`src/rtl/aes_word_frontend.sv`:
```
// Word-serial key/plaintext loader, start strobe and cipher read-back for the AES-128 core.
// Optional: define AES_FE_KEY_WIPE_EN to clear the key on every cipher capture.
module aes_word_frontend #(
  parameter int unsigned CORE_LATENCY = 12
) (
  input  logic         clock,
  input  logic         reset,
  input  logic         wr_valid,
  output logic         wr_ready,
  input  logic         wr_sel,
  input  logic [31:0]  wr_data,
  output logic [127:0] core_secret,
  output logic [127:0] core_plaintext,
  output logic         core_start,
  input  logic [127:0] core_cipher,
  output logic         rd_valid,
  input  logic         rd_ready,
  output logic [31:0]  rd_data,
  output logic         busy
);

  localparam int unsigned WORD_W = 32;
  localparam int unsigned BLK_W  = 128;
  localparam int unsigned WAIT_W = 8;
  localparam int unsigned CNT_W  = 3;

  typedef enum logic [1:0] {
    IDLE = 2'd0,
    RUN  = 2'd1,
    OUT  = 2'd2
  } state_t;

  state_t              state;
  state_t              state_nxt;
  logic [1:0]          key_idx;
  logic [1:0]          key_idx_nxt;
  logic                key_loaded;
  logic                key_loaded_nxt;
  logic [CNT_W-1:0]    data_cnt;
  logic [CNT_W-1:0]    data_cnt_nxt;
  logic [WAIT_W-1:0]   wait_cnt;
  logic [1:0]          rd_idx;
  logic [BLK_W-1:0]    cipher_buf;
  logic                wr_fire;
  logic                key_wr;
  logic                data_wr;
  logic                rd_fire;
  logic                capture;
  logic                enter_run;
  logic [1:0]          key_slot;

  // Big-endian word insert: slot 0 is bits [127:96].
  function automatic logic [BLK_W-1:0] put_word(input logic [BLK_W-1:0] blk,
                                                input logic [1:0] idx,
                                                input logic [WORD_W-1:0] w);
    logic [BLK_W-1:0] r;
    r = blk;
    case (idx)
      2'd0:    r[127:96] = w;
      2'd1:    r[95:64]  = w;
      2'd2:    r[63:32]  = w;
      default: r[31:0]   = w;
    endcase
    return r;
  endfunction

  assign wr_ready  = (state == IDLE) && !reset;
  assign wr_fire   = wr_valid && wr_ready;
  assign key_wr    = wr_fire && !wr_sel;
  assign data_wr   = wr_fire && wr_sel && (data_cnt != CNT_W'(4));
  assign key_slot  = key_loaded ? 2'd0 : key_idx;
  assign rd_fire   = rd_valid && rd_ready;
  assign capture   = (state == RUN) && (wait_cnt == '0);
  assign enter_run = (state == IDLE) && (state_nxt == RUN);

  // Next-state and counter bookkeeping.
  always_comb begin
    state_nxt      = state;
    key_idx_nxt    = key_idx;
    key_loaded_nxt = key_loaded;
    data_cnt_nxt   = data_cnt;

    if (key_wr) begin
      if (key_loaded) begin
        key_idx_nxt    = 2'd1;
        key_loaded_nxt = 1'b0;
      end else begin
        key_idx_nxt = key_idx + 2'd1;
        if (key_idx == 2'd3) key_loaded_nxt = 1'b1;
      end
    end
    if (data_wr) data_cnt_nxt = data_cnt + CNT_W'(1);

    case (state)
      IDLE: begin
        if (key_loaded_nxt && (data_cnt_nxt == CNT_W'(4))) state_nxt = RUN;
      end
      RUN: begin
        if (capture) begin
          state_nxt = OUT;
`ifdef AES_FE_KEY_WIPE_EN
          key_idx_nxt    = 2'd0;
          key_loaded_nxt = 1'b0;
`endif
        end
      end
      OUT: begin
        if (rd_fire && (rd_idx == 2'd3)) begin
          state_nxt    = IDLE;
          data_cnt_nxt = '0;
        end
      end
      default: state_nxt = IDLE;
    endcase
  end

  always_ff @(posedge clock or posedge reset) begin
    if (reset) state <= IDLE;
    else       state <= state_nxt;
  end

  // Datapath registers and registered strobes.
  always_ff @(posedge clock or posedge reset) begin
    if (reset) begin
      key_idx        <= '0;
      key_loaded     <= 1'b0;
      data_cnt       <= '0;
      wait_cnt       <= '0;
      rd_idx         <= '0;
      cipher_buf     <= '0;
      core_secret    <= '0;
      core_plaintext <= '0;
      core_start     <= 1'b0;
      rd_valid       <= 1'b0;
      busy           <= 1'b0;
    end else begin
      key_idx    <= key_idx_nxt;
      key_loaded <= key_loaded_nxt;
      data_cnt   <= data_cnt_nxt;
      if (key_wr)  core_secret    <= put_word(core_secret, key_slot, wr_data);
      if (data_wr) core_plaintext <= put_word(core_plaintext, data_cnt[1:0], wr_data);
      if (enter_run)           wait_cnt <= WAIT_W'(CORE_LATENCY - 1);
      else if (state == RUN)   wait_cnt <= wait_cnt - WAIT_W'(1);
      if (capture) begin
        cipher_buf <= core_cipher;
`ifdef AES_FE_KEY_WIPE_EN
        core_secret <= '0;
`endif
      end
      if (rd_fire) rd_idx <= rd_idx + 2'd1;
      core_start <= enter_run;
      rd_valid   <= (state_nxt == OUT);
      busy       <= (state_nxt != IDLE);
    end
  end

  always_comb begin
    rd_data = cipher_buf[127:96];
    case (rd_idx)
      2'd1:    rd_data = cipher_buf[95:64];
      2'd2:    rd_data = cipher_buf[63:32];
      2'd3:    rd_data = cipher_buf[31:0];
      default: rd_data = cipher_buf[127:96];
    endcase
  end

endmodule

```
`config.mk`:
```
export PLATFORM = sky130hd
export DESIGN_NAME = aes_word_frontend
export DESIGN_NICKNAME = d
export VERILOG_FILES = /design/src/rtl/aes_word_frontend.sv
export SDC_FILE = /design/constraint.sdc
export NUM_CORES = 1
export LEC_CHECK = 0
export BUFFER_PORTS_ARGS = -buffer_cell sky130_fd_sc_hd__buf_4
export CAP_MARGIN = 30
export CELL_PAD_IN_SITES_DETAIL_PLACEMENT = 1
export CELL_PAD_IN_SITES_GLOBAL_PLACEMENT = 1
export CORE_ASPECT_RATIO = 0.9
export CORE_MARGIN = 2
export CORE_UTILIZATION = 42
export DETAILED_ROUTE_END_ITERATION = 8
export PLACE_DENSITY_LB_ADDON = 0.05
export RECOVER_POWER = 50
export SKIP_LAST_GASP = 1
export SYNTH_ARGS = -nofsm -noshare
export SYNTH_HDL_FRONTEND = slang
export SYNTH_SLANG_ARGS = --single-unit
```
`constraint.sdc`:
```
create_clock -name clock -period 26.8 [get_ports clock]
set_input_delay 4.02 -clock clock [delete_from_list [all_inputs] [get_ports clock]]
set_output_delay 4.02 -clock clock [all_outputs]
set_load 0.01 [all_outputs]
```
==> qor.yml <==
drt:
  route.vias.total: 10515
  routedWlPerCell_um: 23.2
  drt_drc: 0
  postRouteAntennaNets: 0
  first_pass_iters: 5
  dr.first_iter.drc_count: 673
  drt_wl_total_um: 47200
  drt-vias-per-instance: 5.17
global_route:
  grt.total_usage_pct: 23.3
  vias_in_the_first_global_route: 11432
  antenna_violations_before_repair: 10
  grt_first_pass_wirelength_um: 70400
  grt_remaining_overflow: 0
  largest_net_degree_at_the_start_of_global_routing: 127
clocking:
  clock_path_buffers: 3
  clock-sinks: 405
  h_tree_levels: 2
  tritoncts_clock_tree: "done"
  cts_root_buffer: "clkbuf_16"
  tritoncts.num_buffers: 44
  worstSkewPairLatency_ns: 0.56
  cts_hold_buffers: 0
  clock_input_transition_at_the_sequential_cells_of_the_worst_setup_and_hold_paths_ns: 0.06
  post_cts_resized: 0
  cts_setup_buffers: 0
timing:
  finalMaxSlewViolations: 230
  min_period_ns: 10.67
  part_of_the_cycle_the_worst_path_needs_pct: 39.8
  timing.final.hold_violations: 0
  max_freq_ghz: 0.0938
  fin_worst_hold_slack_ns: 0.492
  skew_ns: 0.0185
  worst-slew-pin-transition_ns: 5.63
  grt_setup_unrepaired: "no"
  finalSetupViolCount: 0
  fin_tns_setup_ns: 0
  maxSlewHeadroom_pct: -277
logic_synthesis:
  netlist-cell-type-count: 44
  synthTopCellsByCount: "405 x dfrtp_1, 380 x mux2_2, 44 x inv_1"
  yosys.area.top_type: "dfrtp_1"
  synth-edff-count: 0
  net_count_of_the_mapped_netlist: 1220
  synth.area.top_cells: "dfrtp_1 62%, mux2_2 26%, mux2i_1 2.2%, a222oi_1 2.0%, inv_1 1.0%"
  synth_sequential_area_ratio_pct: 62.5
  synthesis.area_um2: 16200
  yosysWarningCount: 0
  syn_inst: 1043
  asyncSetResetFlopFracSynth_pct: 100
  synth-seq-cells: 405
  main_synth_ff_type: "dfrtp_1"
  avgSynthCellArea_um2: 15.6
  synth_largest_type_area_fraction_pct: 62.5
  dominant_cell_by_count_in_the_synthesized_netlist: "dfrtp_1"
critical_path:
  timing.critical_path.arrival_ns: 10.60
  critical_path_depth: 4
  critPathBufInv: 4
  cp-start-kind: "primary input"
  worstPathCellList: "clkbuf_1, clkinvlp_2, clkbuf_1, clkbuf_1"
  crit_path_max_incr_delay_ns: 3.08
  critPathCaptureType: "async pin"
  timing_endpoint_of_the_critical_path: "core_plaintext[127]"
  cp-startpoint: "reset"
  r2r_slack_ns: 23.77
  critical_path.top_delay_family: "buffers and inverters"
  cp_data_required_time_ns: 26.73
  critical_path_class: "primary input to async pin"
  rr_endpoint: "core_secret[35]"
  r2r_cells: 5
  timing.rr.start: "state[1]"
  cpMostUsedCell: "clkbuf_1"
  critPathMaxFanout: 126
  worst_path_max_delay_cell: "clkinvlp_2"
power_and_ir_drop:
  seq_power_share_pct: 41.0
  power.share.clock_pct: 24.2
  power_switching_share_pct: 33.3
  share_comb_of_total_power_pct: 34.9
  peakVddDrop_mv: 0.0553
  power-per-cell-area_nw_per_um2: 116
  net-switching-power_mw: 0.807
  cellInternalPower_mw: 1.62
  power_leakage_nw: 9.78
cells_and_area:
  layout.nets: 1685
  final-instance-count-excl-fill: 2035
  syn_to_final_growth_pct: 29.0
  util_after_layout_pct: 54.8
  drive_above_1_share_pct: 49.1
floorplanning:
  die_w_um: 211
  floorplan.die_area_um2: 40200
  rows: 68
  initial_core_util_pct: 42.5
  io-pin-count: 457
  chip_height_um: 190
  core_region_um2: 38200
run_status:
  failed_checks: "max-capacitance violations, max-slew violations"
  run_status: "finished, violations left"
hold_path:
  timing.hold.worst.class: "register to register"
place:
  dp_hpwl_um: 32200
  gpl_congestion: 0.765
  placement.io_buffers: 456
  dp_cells: 1952
run:
  max_cap_violations: 3
## flip-flops by register name (all words and copies together) (netlist names)
register / cells
core_start: 1
rd_valid: 1
key_idx: 2
core_plaintext: 128
data_cnt: 3
rd_idx: 2
wait_cnt: 8
core_secret: 128
state: 2
cipher_buf: 128
busy: 1
key_loaded: 1
## worst reg2reg max path, stage by stage, from the launching register on
cell	delay [ns]
dfrtp_1	0.47
nor4b_1	0.76
and2b_1	0.43
nor4b_4	0.25
buf_4	0.59
mux2_2	0.42
## layout make-up
class                   instances  area [µm²]
diodes                          8        20.0
clock inverters                 3        22.5
well taps                     490         613
fillers                      3863       17300
flip-flops and latches        405       10100
multi-input cells             537        5650
clock buffers                  72        1360
repair buffers                475        2950
inverters                      45         170
## cells in the final DEF, fill, tap and decap left out, drive strengths merged, types with 2 or more instances in the layout
| cell | n |
|---|---|
| nor2 | 8 |
| nor4b | 4 |
| xnor2 | 5 |
| inv | 46 |
| nor4 | 2 |
| buf | 170 |
| diode | 8 |
| nand4b | 2 |
| o31ai | 2 |
| a222oi | 32 |
| ha | 12 |
| nor2b | 2 |
| a31o | 2 |
| a21oi | 2 |
| mux2i | 35 |
| mux2 | 385 |
| dfrtp | 405 |
| clkbuf | 377 |
| and2b | 2 |
| nand2 | 17 |
| o21ai | 2 |
| o21a | 2 |
| nor3 | 4 |
| nand3b | 3 |
| nand3 | 4 |
| o211ai | 2 |
## cell families (layout without fill, tap and decap cells)
family                   after synthesis  after routing  share of synthesized area, %
AO/OA/AOI/OAI                         47             47                          2.63
XOR/XNOR                               5              5                         0.270
adder cells (fa/ha/maj)               12             12                         0.926
buffers and inverters                101            595                          2.81
flip-flops                           405            405                          62.5
multiplexers                         420            420                          28.9
other                                  0              8                             0
AND/OR/NAND/NOR                       53             53                          1.99
## per-stage QoR
step / area [µm²] / total power, mW / worst slack (ns)
final: 20900 / 2.42 / 16.13
after CTS: 21600 / 2.56 / 18.32
after global routing: 20900 / 2.56 / 14.70
after detailed placement: 20200 / 1.97 / 18.32
after global placement: 20100 / 1.93 / 18.32
after floorplan: 16200 / 1.43 / 11.51
## power groups by stage
stage	clock network [mW]	registers (mW)	logic, mW
3_3_place_gp	0	0.988	0.943
2_1_floorplan	0	1.07	0.363
5_1_grt	0.623	1.03	0.913
4_1_cts	0.601	0.997	0.966
3_5_place_dp	0	1.00	0.964
6_report	0.585	0.993	0.846
## worst min-delay path by stage
stage	slack, ns	start	end	depth (start not counted)
6_report	0.49	core_secret[54]	core_secret[54]	1
3_3_place_gp	0.47	core_secret[54]	core_secret[54]	1
3_5_place_dp	0.49	core_secret[87]	core_secret[87]	1
5_1_grt	0.51	core_plaintext[14]	core_plaintext[14]	1
4_1_cts	0.50	core_secret[54]	core_secret[54]	1
2_1_floorplan	0.48	cipher_buf[32]	cipher_buf[32]	1
## routing by layer
metal  global-route usage (%)  vias to the layer above  routed length, µm
met1                     28.5                     5500              18900
met3                     7.71                       54               3620
met4                     8.04                        4                883
li1                         -                     4662                  -
met5                        0                        -                 27
met2                     38.7                      295              23800
Power figures use the tool's default switching activity.
